--- config.mk ---
export PLATFORM = sky130hd
export DESIGN_NAME = serial_paralelo_sync
export DESIGN_NICKNAME = d
export VERILOG_FILES = /design/src/rtl/serial_paralelo_sync_pkg.sv /design/src/rtl/sp_align_fsm.sv /design/src/rtl/serial_paralelo_sync.sv
export SDC_FILE = /design/constraint.sdc
export NUM_CORES = 1
export LEC_CHECK = 0
export CAP_MARGIN = 20
export CORE_AREA = 2 2 56 58
export DETAILED_ROUTE_END_ITERATION = 16
export DIE_AREA = 0 0 58 60
export MAX_ROUTING_LAYER = met4
export PLACE_DENSITY = 0.66
export SYNTH_ARGS = -nofsm -noshare
export SYNTH_HDL_FRONTEND = slang
export SYNTH_SLANG_ARGS = --single-unit
--- constraint.sdc ---
create_clock -name clk_32f -period 2.3 [get_ports clk_32f]
set_clock_uncertainty 0.15 [all_clocks]
set_input_delay 0.46 -clock clk_32f [delete_from_list [all_inputs] [get_ports clk_32f]]
set_output_delay 0.46 -clock clk_32f [all_outputs]
set_load 0.01 [all_outputs]
--- src/rtl/serial_paralelo_sync_pkg.sv ---
// rtl/serial_paralelo_sync_pkg.sv - shared constants and state encoding for the lane deserializer
package serial_paralelo_sync_pkg;

  // Comma/idle symbol, also inserted by the transmit lane serializer
  localparam logic [7:0] COM = 8'hBC;

  // Consecutive aligned commas needed before data is accepted (legal range 1..15)
  localparam int LOCK_COUNT_DEFAULT = 4;

  typedef enum logic [1:0] {
    SEARCH = 2'd0,
    SYNC   = 2'd1,
    ACTIVE = 2'd2
  } sp_state_e;

endpackage

--- src/rtl/sp_align_fsm.sv ---
// rtl/sp_align_fsm.sv - comma hunt, byte-boundary lock and bit counter realignment
module sp_align_fsm
  import serial_paralelo_sync_pkg::*;
#(
  parameter int LOCK_COUNT = LOCK_COUNT_DEFAULT
) (
  input  logic       clk_32f,
  input  logic       reset,
  input  logic [7:0] sr_n,
  input  logic [2:0] bit_cnt,
  output logic       boundary,
  output logic       bit_cnt_clr,
  output sp_state_e  state
);

  sp_state_e  state_nx;
  logic [3:0] com_cnt;
  logic [3:0] com_cnt_nx;
  logic       is_com;

  assign is_com = (sr_n == COM);

  // State and comma-count registers
  always_ff @(posedge clk_32f or posedge reset) begin
    if (reset) begin
      state   <= SEARCH;
      com_cnt <= 4'd0;
    end else begin
      state   <= state_nx;
      com_cnt <= com_cnt_nx;
    end
  end

  // Next state, comma counting and boundary detection
  always_comb begin
    state_nx    = state;
    com_cnt_nx  = com_cnt;
    boundary    = 1'b0;
    bit_cnt_clr = 1'b0;
    case (state)
      SEARCH: begin
        // Any comma match defines the byte boundary; restart the bit counter here
        if (is_com) begin
          boundary    = 1'b1;
          bit_cnt_clr = 1'b1;
          com_cnt_nx  = 4'd1;
          state_nx    = (LOCK_COUNT == 1) ? ACTIVE : SYNC;
        end
      end
      SYNC: begin
        if (bit_cnt == 3'd7) begin
          boundary = 1'b1;
          if (is_com) begin
            com_cnt_nx = com_cnt + 4'd1;
            if (com_cnt_nx == 4'(LOCK_COUNT)) begin
              state_nx = ACTIVE;
            end
          end else begin
            com_cnt_nx = 4'd0;
            state_nx   = SEARCH;
          end
        end
      end
      ACTIVE: begin
        // Locked for good: no realignment, only reset leaves this state
        boundary = (bit_cnt == 3'd7);
      end
      default: begin
        com_cnt_nx = 4'd0;
        state_nx   = SEARCH;
      end
    endcase
  end

endmodule

--- src/rtl/serial_paralelo_sync.sv ---
// rtl/serial_paralelo_sync.sv - serial-to-parallel lane deserializer with comma alignment (optional SP_BYTE_COUNT_EN)
module serial_paralelo_sync
  import serial_paralelo_sync_pkg::*;
#(
  parameter int LOCK_COUNT = LOCK_COUNT_DEFAULT
) (
  input  logic        clk_32f,
  input  logic        reset,
  input  logic        data_in,
  output logic [7:0]  data_out,
  output logic        valid_out,
  output logic        byte_strobe,
  output logic        active
`ifdef SP_BYTE_COUNT_EN
  ,
  output logic [15:0] rx_bytes
`endif
);

  // Only seven history bits are stored; data_in supplies the eighth of sr_n
  logic [6:0] sr;
  logic [7:0] sr_n;
  logic [2:0] bit_cnt;
  logic       boundary;
  logic       bit_cnt_clr;
  logic       data_take;
  sp_state_e  state;

  assign sr_n      = {sr, data_in};
  assign active    = (state == ACTIVE);
  assign data_take = boundary && (state == ACTIVE) && (sr_n != COM);

  sp_align_fsm #(
    .LOCK_COUNT(LOCK_COUNT)
  ) u_align (
    .clk_32f    (clk_32f),
    .reset      (reset),
    .sr_n       (sr_n),
    .bit_cnt    (bit_cnt),
    .boundary   (boundary),
    .bit_cnt_clr(bit_cnt_clr),
    .state      (state)
  );

  // Serial shift register and position within the byte
  always_ff @(posedge clk_32f or posedge reset) begin
    if (reset) begin
      sr      <= '0;
      bit_cnt <= 3'd0;
    end else begin
      sr      <= sr_n[6:0];
      bit_cnt <= bit_cnt_clr ? 3'd0 : bit_cnt + 3'd1;
    end
  end

  // Byte outputs update only at aligned boundaries; commas in ACTIVE are idle
  always_ff @(posedge clk_32f or posedge reset) begin
    if (reset) begin
      data_out    <= 8'h00;
      valid_out   <= 1'b0;
      byte_strobe <= 1'b0;
    end else begin
      byte_strobe <= boundary;
      if (boundary && (state == ACTIVE)) begin
        if (sr_n == COM) begin
          valid_out <= 1'b0;
        end else begin
          data_out  <= sr_n;
          valid_out <= 1'b1;
        end
      end
    end
  end

`ifdef SP_BYTE_COUNT_EN
  // Saturating count of data bytes delivered while locked
  always_ff @(posedge clk_32f or posedge reset) begin
    if (reset) begin
      rx_bytes <= 16'h0000;
    end else if (data_take && (rx_bytes != 16'hFFFF)) begin
      rx_bytes <= rx_bytes + 16'd1;
    end
  end
`endif

endmodule

==> reports/results.txt, run 1 <==
result of the run: complete, no violations
Power, Total: 0.918 mW
later-pin clock latency in the skew report: 0.32 ns
NetSw: 0.204 mW
number of top-level pins: 14
number of cells produced by synthesis: 101
CP peak stage delay: 0.43 ns
layout overhead on the synthesized area: 19.4%
critical path startpoint category: flip-flop
most area-hungry cell type in the Yosys netlist: dfrtp_1
number of nets in the finished design: 131
final setup margin: 0.304 ns
leading cell types by total area after synthesis: dfrtp_1 (52%), ha_1 (8.1%), mux2_2 (7.3%), inv_1 (3.3%), a21oi_1 (2.4%)
power density relative to cell area: 620 nW/um2
width of the chip: 58 um
fraction of layout cells with a size suffix above 1: 0.202
detail-routed via count per cell: 5.33
Critical Path Sink Type: flip-flop
TritonCTS clock tree: yes
Hold Crit Depth: 0
clock share of power: 0.334
HPWL Detailed: 1590 um
path class of the lowest-slack min-delay path: flip-flop to flip-flop
number of detailed-route iterations in the first pass: 2
number of buffer cells added on primary ports: 13
number of design-rule violations left by the first detailed-router iteration: 4
slew of the pin with the lowest slew margin: 0.417 ns
leakage power summed over all cells: 0.666 nW
Longest Clk Path Bufs: 2
count of endpoints failing hold in the final timing report: 0
antenna diode count: 0
vias post-DR: 810
number of standard cells in the final layout excluding fillers: 152
most numerous cell in the Yosys netlist: dfrtp_1
total global-route track usage: 0.147
post-detailed-route count of antenna-violating nets: 0
number of placed instances, taps included: 147
EDFF count, synth: 0
critical path, cell by cell: inv_1 > ha_1 > nand2_1 > nor3_4 > mux2_2
first-pass GRT wire length: 3770 um
fraction of power spent switching nets: 0.223
worst hold slack: 0.267 ns
Max Cap Viol: 0
initial antenna violation count: 0
synth unique cells: 33
proportion of power drawn by flip-flops and latches: 0.555
setup TNS: 0 ns
critical path start-end classification: flip-flop to flip-flop
Finish-stage setup viols: 0
number of buffers created by CTS: 3
async set-or-reset flop fraction in the synthesized netlist: 1.00
Syn Std Cell Area: 1240 um2
number of global-route vias before repair: 869
total core area: 2900 um2
Synth Net Count: 112
Register Area: 651 um2
number of core rows: 20
cell type of the slowest stage on the worst timing path: dfrtp_1
remaining global-route overflow: 0
cell at the root of the clock tree: clkbuf_4
arrival time reported for the critical path endpoint: 2.06 ns
hold buffers post-CTS: 0
weighted congestion at the end of routability-driven global placement: 0.804
Placement Setup Slack: -0.0131 ns
capture endpoint of the worst hold path: sr[6]
Largest delay share family, worst path: simple AND/OR/NAND/NOR gates
post-route core utilization: 0.510
number of levels in the clock H-tree: 1
clock sink count: 26
largest net degree at the start of global routing: 27
Tmin final: 2.00 ns
clock-pin slew on the worst setup and hold paths: 0.14 ns
DR DRC count: 0
setup repair after global routing missed its margin: false
cell area after layout: 1480 um2
area of the multi-input gates: 547 um2
count of yosys warnings during synthesis: 0
overall die height: 60 um
area of the die: 3480 um2
internal portion of total power: 0.714 mW
share of the clock period used by the worst path: 0.868
Worst Path Max Fanout: 8
most used flip-flop cell after synthesis: dfrtp_1
combinational fraction of design power: 0.111
Fillers: 262
Wirelength per Cell: 13.6 um
Critical Path RT: 2.37 ns
max-slew violation count: 0
top cells by instance count after synthesis: dfrtp_1 (26), inv_1 (11), ha_1 (8), mux2_2 (8)
worst reg2reg path endpoint: data_out[4]
per-instance average area after synthesis: 12.3 um2
aggregate routed wire length: 2070 um
max-slew headroom at the worst pin: 0.721
starting density of the core: 0.427
sequential cell area fraction in the yosys report: 0.525
placed cell areas: 1420 um2
FF-to-FF path depth: 5
Worst IR Drop VDD: 465 uV
launch instance of the worst register-to-register path: u_align.state[1]
Max Clock Freq: 501 MHz
r2r setup slk: 0.30 ns
start point of the worst min-delay path: sr[5]
area fraction of the dominant cell type after synthesis: 0.525
total of flip-flops plus latches after synthesis: 26
number of buffers and inverters on the critical path: 1
[layer usage]
layer / track usage / up-vias / share of wire
met5: - / - / 0
met2: 0.245 / 13 / 0.51
met4: 0.0930 / 0 / 0.036
li1: - / 396 / -
met1: 0.172 / 393 / 0.43
met3: 0.0130 / 8 / 0.022
[repair_timing]
action                                  CTS  global route
endpoints found under the setup margin    1             1
resized for setup                         1             1
pin swaps                                 0             0
setup buffers                             1             0
[cell type report]
type	count	share of cell area
Clock buffer	3	0.0152
Clock inverter	1	0.0203
Inverter	11	0.0279
Multi-Input combinational cell	63	0.369
Sequential cell	26	0.440
Tap cell	33	0.0279
Timing Repair Buffer	15	0.0997
[power groups by stage]
| stage | Sequential [mW] | Combinational (mW) | Clock (mW) |
|---|---|---|---|
| 6_report | 0.509 | 0.102 | 0.307 |
| 5_1_grt | 0.514 | 0.118 | 0.334 |
| 4_1_cts | 0.510 | 0.105 | 0.325 |
| 3_5_place_dp | 0.522 | 0.0973 | 0 |
| 3_3_place_gp | 0.518 | 0.0945 | 0 |
| 2_1_floorplan | 0.515 | 0.0716 | 0 |
[kinds of logic (layout without fill, tap and decap cells)]
group,count (synthesis),after routing,share of synthesized area
and+or+nand+nor,26,26,0.156
buffers and inverters,12,30,0.0363
AOI/OAI and AO/OA,21,21,0.129
DFF,26,26,0.525
adders and majority gates,8,8,0.0807
muxes,8,8,0.0727
[worst reg2reg max path: stages (launching register included)]
cell and delay, ns:
dfrtp_1 0.43, inv_1 0.10, ha_1 0.30, nand2_1 0.13, nor3_4 0.41, mux2_2 0.39
[cells in the final DEF, fill, tap and decap left out, drive strengths merged]
| cell | n |
|---|---|
| nand3 | 3 |
| nand4 | 1 |
| buf | 2 |
| nor2 | 4 |
| clkdlybuf4s50 | 12 |
| dfrtp | 26 |
| or2 | 1 |
| nor3 | 2 |
| inv | 11 |
| o2111ai | 2 |
| or4 | 1 |
| nand2b | 2 |
| o32a | 2 |
| nand4b | 1 |
| clkbuf | 3 |
| nor4 | 1 |
| a221oi | 1 |
| a21o | 1 |
| ha | 8 |
| a21boi | 1 |
| nand4bb | 1 |
| o21ai | 2 |
| o21a | 1 |
| o211ai | 2 |
| o22ai | 1 |
| and2 | 2 |
| mux2 | 8 |
| o211a | 1 |
| nor2b | 1 |
| nand2 | 6 |
| dlymetal6s2s | 1 |
| a21oi | 6 |
| o221ai | 1 |
| bufinv | 1 |
[worst max path at each step]
stage | start | endpoint | depth (start not counted)
5_1_grt | u_align.state[1] | data_out[1] | 5
2_1_floorplan | u_align.state[0] | data_out[0] | 5
6_report | u_align.state[1] | data_out[4] | 5
3_5_place_dp | data_in | data_out[4] | 5
3_3_place_gp | data_in | data_out[2] | 5
4_1_cts | u_align.state[0] | active | 3
[flip-flops by register name (all words and copies together) (netlist names)]
name	cells
u_align.state	2
bit_cnt	3
data_out	8
byte_strobe	1
u_align.com_cnt	4
valid_out	1
sr	7
No activity file was read; power rests on OpenSTA's default activity.
==> inputs of run 2 (changes only) <==
CORE_AREA = 2 2 78 43   (was 2 2 56 58)
DIE_AREA = 0 0 80 45   (was 0 0 58 60)
==> reports/results.txt, run 2 (synthesis gave the netlist of run 1 again) <==
number of placed instances, taps included: 155 (+5.4%)
proportion of power drawn by flip-flops and latches: 0.516 (-0.039)
Max Clock Freq: 450 MHz (-10%)
antenna diode count: 0 (unchanged)
arrival time reported for the critical path endpoint: 1.61 ns (-0.45 ns)
number of nets in the finished design: 131 (unchanged)
initial antenna violation count: 0 (unchanged)
leading cell type in the layout, fill and taps excluded: dfrtp_1
DR DRC count: 0 (unchanged)
critical path startpoint category: flip-flop
post-detailed-route count of antenna-violating nets: 0 (unchanged)
Biggest register: data_out
fraction of power spent switching nets: 0.226 (+0.00311)
Worst Setup SP: u_align.state[0]
first-pass GRT wire length: 4040 um (+6.9%)
largest net degree at the start of global routing: 27 (unchanged)
start point of the worst min-delay path: sr[5]
Worst path depth: 3 (-2)
total core area: 2870 um2 (-1.0%)
number of standard cells in the final layout excluding fillers: 159 (+4.6%)
count of endpoints failing hold in the final timing report: 0 (unchanged)
share of the clock period used by the worst path: 0.966 (+0.0977)
internal portion of total power: 0.767 mW (+7.4%)
weighted congestion at the end of routability-driven global placement: 0.883 (+9.9%)
FF-to-FF path depth: 6 (+1)
critical path start-end classification: flip-flop to primary output
cell type of the slowest stage on the worst timing path: clkdlybuf4s50_1
number of buffer cells added on primary ports: 13 (unchanged)
Longest Clk Path Bufs: 2 (unchanged)
hold buffers post-CTS: 0 (unchanged)
leading cell types in the layout, fill and taps excluded: dfrtp_1 (26), clkdlybuf4s50_1 (13), inv_1 (11)
overall die height: 45 um (-25%)
TritonCTS clock tree: yes
number of global-route vias before repair: 824 (-5.2%)
Wirelength per Cell: 14.9 um (+9.6%)
starting density of the core: 0.432 (+0.00447)
number of core rows: 14 (-30%)
setup TNS: 0 ns (unchanged)
vias post-DR: 825 (+1.9%)
path class of the lowest-slack min-delay path: flip-flop to flip-flop
NetSw: 0.224 mW (+9.4%)
Finish-stage setup viols: 0 (unchanged)
Max Cap Viol: 0 (unchanged)
Critical Path RT: 1.69 ns (-0.68 ns)
clock sink count: 26 (unchanged)
area of the die: 3600 um2 (+3.4%)
max FFs per register: 8 (unchanged)
width of the chip: 80 um (+38%)
Worst Path Max Fanout: 6 (-2)
Largest delay share family, worst path: buffers and inverters
slew of the pin with the lowest slew margin: 0.446 ns (+0.0294 ns)
detail-routed via count per cell: 5.19 (-2.6%)
leakage power summed over all cells: 0.660 nW (-0.94%)
max-slew headroom at the worst pin: 0.700 (-0.0210)
remaining global-route overflow: 0 (unchanged)
cell at the root of the clock tree: clkbuf_8
registers with the highest flip-flop counts: data_out (8), sr (7), u_align.com_cnt (4)
number of buffers created by CTS: 3 (unchanged)
launch instance of the worst register-to-register path: u_align.state[0]
setup repair after global routing missed its margin: false
max-slew violation count: 0 (unchanged)
later-pin clock latency in the skew report: 0.27 ns (-0.05 ns)
clock share of power: 0.384 (+0.050)
number of detailed-route iterations in the first pass: 4 (+2)
HPWL Detailed: 1760 um (+11%)
combinational fraction of design power: 0.101 (-0.010)
number of buffers and inverters on the critical path: 2 (+1)
number of design-rule violations left by the first detailed-router iteration: 57 (+53)
number of top-level pins: 14 (unchanged)
clock-pin slew on the worst setup and hold paths: 0.09 ns (-0.05 ns)
Worst IR Drop VDD: 343 uV (-26%)
aggregate routed wire length: 2370 um (+15%)
power density relative to cell area: 648 nW/um2 (+4.5%)
Critical Path Sink Type: primary output
result of the run: complete, no violations
Hold Crit Depth: 0 (unchanged)
critical path, cell by cell: inv_1 > ha_4 > clkdlybuf4s50_1
CP peak stage delay: 0.55 ns (+0.12 ns)
total global-route track usage: 0.164 (+0.0165)
fraction of layout cells with a size suffix above 1: 0.202 (unchanged)
number of levels in the clock H-tree: 1 (unchanged)
worst hold slack: 0.249 ns (-0.0180 ns)
layout overhead on the synthesized area: 23.2%
post-CTS setup buffers: 0 (-1)
Tmin final: 2.22 ns (+0.225 ns)
## run 2: stage by stage
| step | instance area, um2 | power [mW] | worst slack, ns | utilization |
|---|---|---|---|---|
| 2_1_floorplan | 1240 | 0.586 | 0.461 | - |
| 3_3_place_gp | 1440 | 0.614 | 0.115 | 0.503 |
| 3_5_place_dp | 1440 | 0.619 | 0.0766 | 0.503 |
| 4_1_cts | 1520 | 0.999 | 0.0345 | 0.528 |
| 5_1_grt | 1530 | 1.05 | 0.0108 | 0.532 |
| 6_report | 1530 | 0.991 | 0.0793 | 0.532 |
## run 2: layer usage
layer	wire, um	vias up	global-route usage	part of all wire
met5	0	-	-	0
met4	40	0	0.0780	0.017
met3	124	5	0.0560	0.052
met2	1050	19	0.238	0.45
met1	1150	405	0.208	0.49
li1	-	396	-	-
## run 2: cell type report
cell class / instances / area (um2)
multi-input combinational: 63 / 557
sequential: 26 / 651
inverter: 11 / 41.3
clock buffer: 3 / 41.3
clock inverter: 1 / 30.0
tap: 40 / 50.0
timing repair buffer: 15 / 158
fill: 260 / 1350
## run 2: what timing repair did
action | CTS | global route
gates resized for setup | 1 | 1
hold endpoints to repair | 0 | 0
endpoints found under the setup margin | 1 | 1
## run 2: power by group through the flow
stage | Sequential [mW] | Clock [mW] | Combinational [mW]
after CTS | 0.511 | 0.388 | 0.0997
after global placement | 0.518 | 0 | 0.0963
after floorplan | 0.515 | 0 | 0.0716
after detailed placement | 0.520 | 0 | 0.0989
final | 0.511 | 0.380 | 0.100
after global routing | 0.514 | 0.418 | 0.113
## run 2: final timing paths
| kind | endpoint | slack, ns |
|---|---|---|
| min | sr[6] | 0.25 |
| min in group asynchronous | data_out[7] | 0.40 |
| max reg2reg | data_out[5] | 0.34 |
| min reg2reg | sr[6] | 0.25 |
| max | active | 0.08 |
| max in group asynchronous | data_out[5] | 1.34 |
==> inputs of run 3 (changes only) <==
SLEW_MARGIN = 5   (was unset)
==> results of run 3 <==
No change in the layout: final DEF, timing and power equal those of run 2.
